**src/rtl/alu_result_stage.sv**
```systemverilog
// Execute-to-memory result stage: 2-entry skid buffer holding ALU result, tag and flags.
// Optional decode-stage forwarding lookup enabled by defining ALU_STAGE_FWD_EN.
module alu_result_stage #(
   parameter int N    = 8,
   parameter int RD_W = 4
) (
   input  logic            clk,
   input  logic            rst,
   input  logic            flush,
   input  logic            in_valid,
   output logic            in_ready,
   input  logic [N-1:0]    in_result,
   input  logic [3:0]      in_op,
   input  logic [RD_W-1:0] in_rd,
   input  logic            in_wb_en,
   output logic            out_valid,
   input  logic            out_ready,
   output logic [N-1:0]    out_result,
   output logic [3:0]      out_op,
   output logic [RD_W-1:0] out_rd,
   output logic            out_wb_en,
   output logic            out_zero,
   output logic            out_neg
`ifdef ALU_STAGE_FWD_EN
   ,
   input  logic [RD_W-1:0] fwd_rd,
   output logic            fwd_hit,
   output logic [N-1:0]    fwd_data
`endif
);

   typedef enum logic [1:0] {
      S_EMPTY = 2'd0,
      S_ONE   = 2'd1,
      S_FULL  = 2'd2
   } state_t;

   typedef struct packed {
      logic [N-1:0]    result;
      logic [3:0]      op;
      logic [RD_W-1:0] rd;
      logic            wb_en;
      logic            zero;
      logic            neg;
   } entry_t;

   state_t state_q, state_d;
   entry_t head_q, head_d;
   entry_t skid_q, skid_d;
   entry_t new_entry;
   logic   accept;
   logic   pop;

   assign in_ready  = (state_q != S_FULL);
   assign out_valid = (state_q != S_EMPTY);

   assign out_result = head_q.result;
   assign out_op     = head_q.op;
   assign out_rd     = head_q.rd;
   assign out_wb_en  = head_q.wb_en;
   assign out_zero   = head_q.zero;
   assign out_neg    = head_q.neg;

   always_comb begin
      new_entry.result = in_result;
      new_entry.op     = in_op;
      new_entry.rd     = in_rd;
      new_entry.wb_en  = in_wb_en;
      new_entry.zero   = (in_result == '0);
      new_entry.neg    = in_result[N-1];
   end

   always_comb begin
      state_d = state_q;
      head_d  = head_q;
      skid_d  = skid_q;
      accept  = in_valid && in_ready;
      pop     = out_valid && out_ready;

      if (flush) begin
         // Clearing payload keeps out_* at zero whenever the stage is empty.
         state_d = S_EMPTY;
         head_d  = '0;
         skid_d  = '0;
      end else begin
         unique case (state_q)
            S_EMPTY: begin
               if (accept) begin
                  state_d = S_ONE;
                  head_d  = new_entry;
               end
            end
            S_ONE: begin
               if (accept && pop) begin
                  head_d = new_entry;
               end else if (accept) begin
                  state_d = S_FULL;
                  skid_d  = new_entry;
               end else if (pop) begin
                  state_d = S_EMPTY;
                  head_d  = '0;
               end
            end
            S_FULL: begin
               if (pop) begin
                  state_d = S_ONE;
                  head_d  = skid_q;
                  skid_d  = '0;
               end
            end
            default: begin
               state_d = S_EMPTY;
               head_d  = '0;
               skid_d  = '0;
            end
         endcase
      end
   end

   always_ff @(posedge clk or posedge rst) begin
      if (rst) begin
         state_q <= S_EMPTY;
         head_q  <= '0;
         skid_q  <= '0;
      end else begin
         state_q <= state_d;
         head_q  <= head_d;
         skid_q  <= skid_d;
      end
   end

`ifdef ALU_STAGE_FWD_EN
   // Skid holds the younger result, so it wins over the head.
   always_comb begin
      fwd_hit  = 1'b0;
      fwd_data = '0;
      if (fwd_rd != '0) begin
         if ((state_q == S_FULL) && skid_q.wb_en && (skid_q.rd == fwd_rd)) begin
            fwd_hit  = 1'b1;
            fwd_data = skid_q.result;
         end else if ((state_q != S_EMPTY) && head_q.wb_en && (head_q.rd == fwd_rd)) begin
            fwd_hit  = 1'b1;
            fwd_data = head_q.result;
         end
      end
   end
`endif

endmodule
```
**config.mk**
```make
export PLATFORM = sky130hd
export DESIGN_NAME = alu_result_stage
export DESIGN_NICKNAME = d
export VERILOG_FILES = /design/src/rtl/alu_result_stage.sv
export SDC_FILE = /design/constraint.sdc
export NUM_CORES = 1
export LEC_CHECK = 0
export BUFFER_PORTS_ARGS = -buffer_cell sky130_fd_sc_hd__clkbuf_2
export CORE_ASPECT_RATIO = 1.25
export CORE_UTILIZATION = 53
export CTS_CLUSTER_DIAMETER = 50
export DETAILED_ROUTE_END_ITERATION = 10
export PLACE_DENSITY = 0.74
export SLEW_MARGIN = 20
export SYNTH_ARGS = -nofsm -noshare
export SYNTH_HDL_FRONTEND = slang
export SYNTH_SLANG_ARGS = --single-unit
```
**constraint.sdc**
```tcl
create_clock -name clk -period 2.1 [get_ports clk]
set_clock_uncertainty 0.2 [all_clocks]
set_input_delay 0.525 -clock clk [delete_from_list [all_inputs] [get_ports clk]]
set_output_delay 0.525 -clock clk [all_outputs]
set_load 0.02 [all_outputs]
```
### After elaboration in Yosys (flattened, before gate mapping)

Cells that the tools add are included.
Widths: inputs -> output; s select.

* add/subtract/negate cells: 0
* magnitude comparators: 0
* divide/modulo/power cells: 0
* shift operators: 0
* equal/unequal tests: 11
* $mul: 0
* multiplexer cells: 17
* reduce and logical (&&, ||, !) cells: 9
* bitwise logic cells: 0

Operators with widths (count)
* $mux 19: 8
* $pmux 19 s3: 2
* $mux 2: 6
* $ne 3x3->1 const B: 4
* $ne 4x4->1 const B: 3
* $reduce_and 4->1: 3
* $logic_not 8->1: 1
* $pmux 2 s3: 1
* $ne 2x2->1 const B: 2
* $logic_and 1x1->1: 3
* $eq 2x1->1 const B: 1
* $eq 2x2->1 const B: 1
* $logic_not 2->1: 1
* $reduce_bool 2->1: 1

* input port bits: 22
* logic and storage cells: 50
* output and inout port bits: 21
* memory bits (writable): 0
* latch bits: 0
* memories: 0
* bits in read-only memories: 0
* flip-flop bits (word level): 40

### Logic depth before layout (Yosys ltp)

Gate-level depths: netlist (run 1).

* depth in word-level cells: 7
* mapped depth: 7
* depth with buffers taken out: 5

### Worst setup path after synthesis (run 1)

Ideal clock, no wire load.

* path kind: input port to flip-flop
* from: input port in_valid
* to: register skid_q[1] in the netlist's numbering
* data required time: 1775 ps
* path buffers: 0
* stages on the path: 4
* slack: 379 ps
* data arrival time: 1396 ps
* cells stage by stage: nor2b_1 > o22a_1 > nor2_8 > mux2_2

* longest elaborated chain between the ends: 4

RTL lines
* start, declared: line 10 `input logic in_valid,`
* $logic_and 1x1->1 (*): line 77 `accept = in_valid && in_ready;`
* $logic_and 1x1->1: line 94 `if (accept && pop) begin`
* $ne 3x3->1 (no source line)
* $reduce_and 4->1 (no source line) (*)
* end signal, assigned: line 128 `skid_q <= skid_d;`
* end, declared: line 49 `entry_t skid_q, skid_d;`

Mark *: on every way between the ends. The rest lies on a longest branch, timed or not.
A chain may end at the register's enable or synchronous reset.

### Final worst setup path (run 1)

* from: register state_q[1]
* to: output port in_ready

* longest elaborated chain between the ends: 1

RTL lines
* start, declared: line 47 `state_t state_q, state_d;`
* start signal, assigned: line 126 `state_q <= state_d;`
* $ne 2x2->1: line 54 `assign in_ready = (state_q != S_FULL);`
* end, declared: line 11 `output logic in_ready,`

No other way between the ends.

==> results of run 1 <==
## through the flow
stage,util (%),power (mW),cells,cell area (µm²)
2_1_floorplan,-,1.022,166,1917
3_3_place_gp,61.75,1.103,245,2151
3_5_place_dp,61.75,1.114,245,2151
4_1_cts,64.37,1.619,253,2242
5_1_grt,64.51,1.673,253,2247
6_report,64.51,1.600,253,2247
## routing by layer
layer / GRT usage [%] / up-vias / wire length, µm
li1: - / 677 / -
met1: 29.36 / 724 / 1798
met2: 39.89 / 48 / 2149
met3: 4.478 / 6 / 192
met4: 9.444 / 0 / 45
met5: 0 / - / 0
## synth_stat cells, drive strengths merged
cell,count,area share [%]
dfrtp,38,50
inv,21,4.1
nand2,19,3.7
a22oi,18,7.0
o2bb2ai,18,11
mux2i,17,8.9
buf,11,5.0
nor2b,4,1.3
nor2,3,1.7
a21oi,2,0.72
nor3b,2,1.0
nor4,2,0.65
a211oi,1,0.39
a2bb2oi,1,0.46
a32oi,1,0.46
and3,1,0.33
clkbuf,1,0.20
mux2,1,0.59
o21ai,1,0.26
o21bai,1,0.39
o22a,1,0.46
or2,1,0.33
xor2,1,0.85
## layout make-up
class / instances / area (µm²) / share of cell area [%]
Sequential cell: 38 / 950.9 / 42.32
Clock inverter: 1 / 5.005 / 0.2227
Multi-Input combinational cell: 95 / 792.0 / 35.24
Timing Repair Buffer: 52 / 285.3 / 12.69
Inverter: 21 / 78.83 / 3.508
Clock buffer: 7 / 86.33 / 3.842
Tap cell: 39 / 48.80 / 2.171
## cell usage in the layout (no fill, tap or decap), types with 2 or more instances in the layout
cell	instances
nor2b_1	4
dfrtp_1	38
mux2i_1	17
clkbuf_8	6
o2bb2ai_2	10
o2bb2ai_1	8
nor4_1	2
clkbuf_2	42
inv_1	21
nand2_1	19
a22oi_1	18
buf_4	10
## power groups by stage
stage | sequential, mW | combinational [mW] | clock (mW)
floorplan | 0.841 | 0.181 | 0
global placement | 0.815 | 0.287 | 0
detailed placement | 0.819 | 0.295 | 0
CTS | 0.806 | 0.297 | 0.515
global route | 0.810 | 0.324 | 0.539
finish | 0.806 | 0.297 | 0.497
## kinds of logic (layout without fill, tap and decap cells)
family          after synthesis  in the layout  synth area share, %
mux                          18             18                9.465
flops                        38             38                49.61
compound gates               44             44                21.67
simple gates                 32             32                9.073
buf+inv                      33             81                9.334
xor+xnor                      1              1               0.8488
## worst min path at each step
| stage | startpoint | endpoint | slack, ns | cells past startpoint |
|---|---|---|---|---|
| 5_1_grt | rst | out_result[2]$_DFFE_PP0P_ | 0.18 | 3 |
| 2_1_floorplan | skid_q[1]$_DFFE_PP0P_ | skid_q[1]$_DFFE_PP0P_ | 0.28 | 1 |
| 4_1_cts | rst | skid_q[4]$_DFFE_PP0P_ | 0.14 | 3 |
| 6_report | rst | out_result[2]$_DFFE_PP0P_ | 0.13 | 3 |
| 3_3_place_gp | out_op[0]$_DFFE_PP0P_ | out_op[0]$_DFFE_PP0P_ | 0.27 | 1 |
| 3_5_place_dp | out_rd[0]$_DFFE_PP0P_ | out_rd[0]$_DFFE_PP0P_ | 0.28 | 1 |
## flip-flops by register name, summed over array words and instances, names as in the netlist
register,flops
out_result,7
out_rd,4
state_q,2
out_op,4
skid_q,18
out_neg,1
out_wb_en,1
out_zero,1
## what timing repair did
action	in CTS	in global routing
resized for setup	0	1
setup endpoints to repair	0	18
hold buffers	0	0
## critical path, cell delays in order (launching register included)
cell and delay, ns:
dfrtp_1 0.45, nor2b_1 0.21, inv_1 0.08, clkbuf_2 0.16
==> metrics.md, run 1 <==
| Metric | Value |
|---|---|
| Max VDD drop | `503.4 µV` |
| Sw Ratio | `28.01%` |
| Routed len/inst | `16.54 µm` |
| Final net count | `235` |
| Drt drc | `0` |
| Number of synthesis warnings | `0` |
| Post-DRT Antenna Nets | `0` |
| Comb pwr share | `18.6%` |
| Post-synthesis cell type count | `29` |
| Vias in the first global route | `1582` |
| Crit path DAT | `1.17 ns` |
| Die width | `55.79 µm` |
| H-tree levels | `2` |
| Status | `complete, no violations` |
| Slew HR | `59.37%` |
| Row cnt | `24` |
| Setup Viol. Count Final | `0` |
| Initial DRT Pass Iterations | `5` |
| Starting Density | `55.03%` |
| Worst Hold Class | `primary input to async pin` |
| Synth Register Bits | `38` |
| Final Worst Setup Slack | `0.2046 ns` |
| Number of CTS-inserted buffers | `5` |
| DR vias | `1455` |
| Min Tclk post-route | `1.895 ns` |
| Synthesized Nets | `188` |
| ANT cells | `0` |
| Int Power | `1.152 mW` |
| Clock share of power | `31.0%` |
| Setup crit start | `state_q[1]$_DFFE_PP0P_` |
| Seq/Total Area, Yosys | `49.61%` |
| Seq pwr share | `50.4%` |
| Clock net sink count | `38` |
| Grt ovf | `0` |
| Largest net degree at the start of global routing | `39` |
| Worst Reg2Reg Path Length in Cells | `5` |
| DR vias/cell | `5.751` |
| Core ar. | `3483 µm²` |
| RD Place Congestion | `0.7468` |
| CP endpoint kind | `primary output` |
| Postcts setup bufs | `0` |
| Power per cell area | `711.9 nW/µm²` |
| Post-synthesis area per instance | `11.55 µm²` |
| Initial antenna violation count | `0` |
| Die area | `3863 µm²` |
| Crit-path max FO | `4` |
| Crit Path Class | `flip-flop to primary output` |
| Final period utilization | `90.26%` |
| Initial detailed-routing violation count | `43` |
| GRT Resource Usage Total | `23.51%` |
| RR Startpoint | `state_q[0]$_DFFE_PP0P_` |
| RR Endpoint | `skid_q[10]$_DFFE_PP0P_` |
| Setup TNS | `0 ns` |
| Reg-to-reg slack, setup | `0.31 ns` |
| Crit path required time | `1.37 ns` |
| Setup crit end | `in_ready` |
| Final hold viol count | `0` |
| Area delta synth->final | `17.23%` |
| Net Switching | `448.1 µW` |
| Mapped cell area | `1917 µm²` |
| Max-slew violation count | `0` |
| Max Freq | `0.5276 GHz` |
| Startpoint types | `flip-flop` |
| Global-route wire length before repair | `7.148 mm` |
| Final WL | `4.185 mm` |
| Fillcell total | `274` |
| CTS tree | `done` |
| RSZ-0062 raised after global routing | `false` |
| IO Pins | `43` |
| Hold_ws | `0.1284 ns` |
| Worst slew pin tran | `0.6080 ns` |
| Root Driver | `clkbuf_8` |
| Worst-Skew Late Latency | `0.28 ns` |
| Dpl ws | `0.01148 ns` |
| Leakage power | `1.109 nW` |
| Layout cells sized above 1 | `35.51%` |
| Final HPWL DP | `2.755 mm` |
| Die height | `69.24 µm` |
| Port Buffers | `42` |
| Max_cap viols | `0` |
| CTS Buffer Depth | `2` |
| Worst-path clk slew | `0.07 ns` |
| Cell count after synthesis | `166` |
No activity file was read; power rests on OpenSTA's default activity.
==> inputs of run 2 (changes only) <==
Settings changed: CTS_CLUSTER_SIZE set to 30, REMOVE_ABC_BUFFERS set to 1.
==> run 2 against run 1 <==
Against the previous run: cell count decreased by 0.40%; setup slack worse by 0.11 ns; wire length is 0.62% lower; power shrank 2.0%; global-route usage increased by 0.71 points; hold slack worse by 0.011 ns; sequential share of layout area is 0.32 points higher; largest power group unchanged; highest routed layer unchanged.
==> metrics.md, run 2 (synthesized netlist as in run 1, its figures left out) <==
| Metric | Value |
|---|---|
| Status | `complete, no violations` |
| Max FFs per register | `18` |
| Worst-path clk slew | `0.07 ns` |
| Area delta synth->final | `16.51%` |
| Clock net sink count | `38` |
| Leakage power | `1.098 nW` |
| Most frequent cells in the layout | `clkbuf_2, dfrtp_1, inv_1` |
| Root Driver | `clkbuf_8` |
| Final hold viol count | `0` |
| Initial antenna violation count | `0` |
| Post-Place Cell Area | `2151 µm²` |
| Hold_ws | `0.1177 ns` |
| CTS tree | `done` |
| Int Power | `1.116 mW` |
| Final period utilization | `95.33%` |
| Startpoint types | `flip-flop` |
| Worst-Skew Late Latency | `0.28 ns` |
| Grt ovf | `0` |
| Global-route wire length before repair | `7.272 mm` |
| Power per cell area | `702.2 nW/µm²` |
| Die area | `3863 µm²` |
| Setup TNS | `0 ns` |
| Row cnt | `24` |
| CTS Buffer Depth | `2` |
| Post-CTS Resized | `0` |
| Die height | `69.24 µm` |
| Hold_buf cts | `0` |
| Setup Viol. Count Final | `0` |
| CP endpoint kind | `primary output` |
| Sw Ratio | `28.85%` |
| Area of the multi-input gates | `792.0 µm²` |
| Crit-path max FO | `6` |
| Initial DRT Pass Iterations | `4` |
| Port Buffers | `42` |
| Max_cap viols | `0` |
| Postcts setup bufs | `0` |
| Worst Hold Class | `primary input to async pin` |
| Dpl ws | `-0.02918 ns` |
| Design Power | `1.568 mW` |
| H-tree levels | `2` |
| Crit path DAT | `1.28 ns` |
| Layout cells sized above 1 | `35.21%` |
| RD Place Congestion | `0.8192` |
| Initial detailed-routing violation count | `82` |
| Top reg by flops | `skid_q` |
| Net Switching | `452.4 µW` |
| Crit Path Class | `flip-flop to primary output` |
| Register Area | `952.2 µm²` |
| GRT Resource Usage Total | `24.21%` |
| Seq pwr share | `51.3%` |
| Final net count | `235` |
| Min Tclk post-route | `2.002 ns` |
| Starting Density | `55.03%` |
| Most common cell after layout, fill and taps aside | `clkbuf_2` |
| DR vias | `1438` |
| Max VDD drop | `590.3 µV` |
| Clock share of power | `29.8%` |
| Final Worst Setup Slack | `0.09802 ns` |
| Post-layout instance area | `2233 µm²` |
| Routed len/inst | `16.50 µm` |
| Core ar. | `3483 µm²` |
| Fillcell total | `288` |
| DR vias/cell | `5.706` |
| ANT cells | `0` |
| Worst Reg2Reg Path Length in Cells | `5` |
| Max-slew violation count | `0` |
| Post-DRT Antenna Nets | `0` |
| Number of CTS-inserted buffers | `5` |
| Largest net degree at the start of global routing | `39` |
| Final HPWL DP | `2.805 mm` |
| Comb pwr share | `18.9%` |
| Vias in the first global route | `1513` |
| Worst slew pin tran | `0.6111 ns` |
| Crit path required time | `1.37 ns` |
| Slew HR | `59.16%` |
| RSZ-0062 raised after global routing | `false` |
| Final WL | `4.159 mm` |
| Die width | `55.79 µm` |
| IO Pins | `43` |
| Max Freq | `0.4995 GHz` |
| Drt drc | `0` |
## run 2: power by group through the flow
stage                     Combinational [mW]  Sequential (mW)  Clock (mW)
after global routing                   0.325            0.810       0.518
after floorplan                        0.147            0.847           0
after global placement                 0.287            0.816           0
after detailed placement               0.298            0.817           0
final                                  0.297            0.805       0.467
after CTS                              0.298            0.804       0.481
## run 2: final cells by class
cell class                 count  share of cell area, %
multi-input combinational     95                  35.46
inverter                      21                  3.529
tap                           39                  2.185
timing repair buffer          52                  12.77
clock buffer                   7                  3.417
sequential                    38                  42.63
## run 2: path summary, 6_finish.rpt
kind,from,end,slack (ns)
worst min register to register,out_op[0]$_DFFE_PP0P_,out_op[0]$_DFFE_PP0P_,0.29
max in group asynchronous,rst,state_q[1]$_DFFE_PP0P_,1.24
worst max-delay path,state_q[1]$_DFFE_PP0P_,in_ready,0.1
min in group clk,in_wb_en,skid_q[2]$_DFFE_PP0P_,0.27
worst max register to register,state_q[0]$_DFFE_PP0P_,skid_q[6]$_DFFE_PP0P_,0.37
worst min-delay path,rst,skid_q[7]$_DFFE_PP0P_,0.12
## run 2: metal layers
| layer | vias to the layer above | wire length, µm | GRT usage [%] |
|---|---|---|---|
| met5 | - | 0 | 0 |
| met4 | 0 | 50 | 8.056 |
| met3 | 6 | 166 | 5.224 |
| met2 | 44 | 2176 | 39.36 |
| met1 | 715 | 1766 | 32.21 |
| li1 | 673 | - | - |
## run 2: worst max-delay path, stage by stage (launching register included)
cell,delay [ns]
dfrtp_2,0.44
buf_4,0.17
nor2b_1,0.14
inv_1,0.07
clkbuf_2,0.17
## run 2: per-stage QoR
stage               instances  utilization, %
finish                    252           64.12
global route              252           64.12
CTS                       252           63.94
detailed placement        245           61.75
global placement          245           61.75
floorplan                 154               -
==> inputs of run 3 (changes only) <==
Settings changed: PLACE_DENSITY 0.74 to 0.78.
==> run 3 against run 2 <==
Against the previous run: clock power increased by 10%; utilization is 0.43 points higher; power grew 2.9%; sequential share of layout area is 0.34 points lower; sequential cell count is the same; largest cell class unchanged; largest power group unchanged.
==> metrics.md, run 3 (synthesized netlist as in run 1, its figures left out) <==
| Metric | Value |
|---|---|
| Status | `complete, no violations` |
| RSZ-0062 raised after global routing | `false` |
| DR vias/cell | `5.649` |
| CTS Buffer Depth | `2` |
| RR Endpoint | `out_op[1]$_DFFE_PP0P_` |
| ANT cells | `0` |
| Worst Reg2Reg Path Length in Cells | `4` |
| Max FFs per register | `18` |
| Register Area | `950.9 µm²` |
| Crit path DAT | `1.20 ns` |
| Setup TNS | `0 ns` |
| Initial DRT Pass Iterations | `4` |
| Most frequent cells in the layout | `clkbuf_2, dfrtp_1, inv_1` |
| Crit Path Class | `flip-flop to primary output` |
| Worst Hold Class | `primary input to async pin` |
| Design Power | `1.614 mW` |
| Hold_buf cts | `0` |
| Die width | `55.79 µm` |
| Slew HR | `61.00%` |
| Power per cell area | `718.0 nW/µm²` |
| Largest net degree at the start of global routing | `39` |
| Number of CTS-inserted buffers | `5` |
| Worst-path clk slew | `0.08 ns` |
| Root Driver | `clkbuf_8` |
| Starting Density | `55.03%` |
| Max VDD drop | `714.1 µV` |
| Final WL | `4.002 mm` |
| Layout cells sized above 1 | `35.38%` |
| Setup crit end | `in_ready` |
| Final period utilization | `91.88%` |
| RR Startpoint | `state_q[0]$_DFFE_PP0P_` |
| Crit path depth | `3` |
| Final hold viol count | `0` |
| Critical Path, Cell by Cell | `nor2b_1 -> inv_1 -> clkbuf_2` |
| CP max stage delay | `0.50 ns` |
| Critical path's slowest cell | `dfrtp_1` |
| Core ar. | `3483 µm²` |
| H-tree levels | `2` |
| Global-route wire length before repair | `6.913 mm` |
| Initial antenna violation count | `0` |
| Post-Place Cell Area | `2148 µm²` |
| Drt drc | `0` |
| Setup crit start | `state_q[0]$_DFFE_PP0P_` |
| Area delta synth->final | `17.30%` |
| Worst slew pin tran | `0.5837 ns` |
| GRT Resource Usage Total | `22.72%` |
| Cell family with most CP delay | `flip-flops` |
| CTS tree | `done` |
| Row cnt | `24` |
| IO Pins | `43` |
| Crit path buf inv count | `2` |
| Die height | `69.24 µm` |
| Worst-Skew Late Latency | `0.28 ns` |
| Die area | `3863 µm²` |
| Top reg by flops | `skid_q` |
| Area of the multi-input gates | `792.0 µm²` |
| Max Freq | `0.5183 GHz` |
| Final HPWL DP | `2.813 mm` |
| Reg-to-reg slack, setup | `0.30 ns` |
| Routed len/inst | `15.94 µm` |
| Crit-path max FO | `9` |
| Post-DRT Antenna Nets | `0` |
| Clock net sink count | `38` |
| Startpoint types | `flip-flop` |
| Final net count | `233` |
| CP endpoint kind | `primary output` |
| RD Place Congestion | `0.8278` |
| Crit path required time | `1.37 ns` |
| Leakage power | `1.103 nW` |
| Max_cap viols | `0` |
| Grt ovf | `0` |
| Max-slew violation count | `0` |
| Initial detailed-routing violation count | `66` |
| Setup Viol. Count Final | `0` |
| Port Buffers | `42` |
| Vias in the first global route | `1457` |
| Post-layout instance area | `2248 µm²` |
| Most common cell after layout, fill and taps aside | `clkbuf_2` |
| Fillcell total | `269` |
| DR vias | `1418` |
| Min Tclk post-route | `1.929 ns` |
==> run 3: cell type report <==
class | instances | share of cell area (%)
timing repair buffer | 50 | 12.58
clock inverter | 2 | 0.5565
inverter | 21 | 3.506
tap | 39 | 2.170
sequential | 38 | 42.29
clock buffer | 6 | 3.673
multi-input combinational | 95 | 35.23
==> run 3: worst min path at each step <==
stage          slack [ns]                   endpoint             startpoint  cells after the start
5_1_grt              0.16      skid_q[4]$_DFFE_PP0P_                    rst                      3
6_report             0.12  out_result[0]$_DFFE_PP0P_                    rst                      3
3_3_place_gp         0.27      out_op[2]$_DFFE_PP0P_  out_op[2]$_DFFE_PP0P_                      1
2_1_floorplan        0.28      skid_q[1]$_DFFE_PP0P_  skid_q[1]$_DFFE_PP0P_                      1
4_1_cts              0.14      skid_q[4]$_DFFE_PP0P_                    rst                      3
3_5_place_dp         0.27      out_rd[1]$_DFFE_PP0P_  out_rd[1]$_DFFE_PP0P_                      1
==> run 3: repair_timing <==
action | CTS | global route
setup endpoints to repair | 2 | 0
gates resized for setup | 1 | 0
setup buffers | 0 | 0
==> run 3: per-layer routing <==
metal	vias up	share of wire [%]	track usage [%]
met5	-	0	0
met4	0	1.0	5.278
met3	8	4.2	4.478
met2	43	52	39.89
met1	695	43	28.84
li1	672	-	-
==> run 3: per-stage QoR <==
stage	worst slack, ns	hold slack, ns	utilization [%]	std cells
4_1_cts	0.1729	0.1351	64.55	251
5_1_grt	0.08450	0.1569	64.55	251
2_1_floorplan	-0.1719	0.2802	-	154
3_5_place_dp	0.0009461	0.2734	61.67	243
3_3_place_gp	0.08444	0.2747	61.67	243
6_report	0.1706	0.1247	64.55	251
==> run 3: report_power, final <==
| part | internal [mW] | switching (mW) | total, mW |
|---|---|---|---|
| combinational | 0.112 | 0.180 | 0.293 |
| clock | 0.264 | 0.250 | 0.514 |
| sequential | 0.774 | 0.0336 | 0.808 |
| total | 1.15 | 0.464 | 1.61 |
==> run 3: worst reg2reg max path: cells and delay by family, from the launching register on <==
kind             cells  cell delay (ns)
flip-flops           1             0.55
AO/OA/AOI/OAI        2             0.31
AND/OR/NAND/NOR      1             0.47
XOR/XNOR             1             0.20
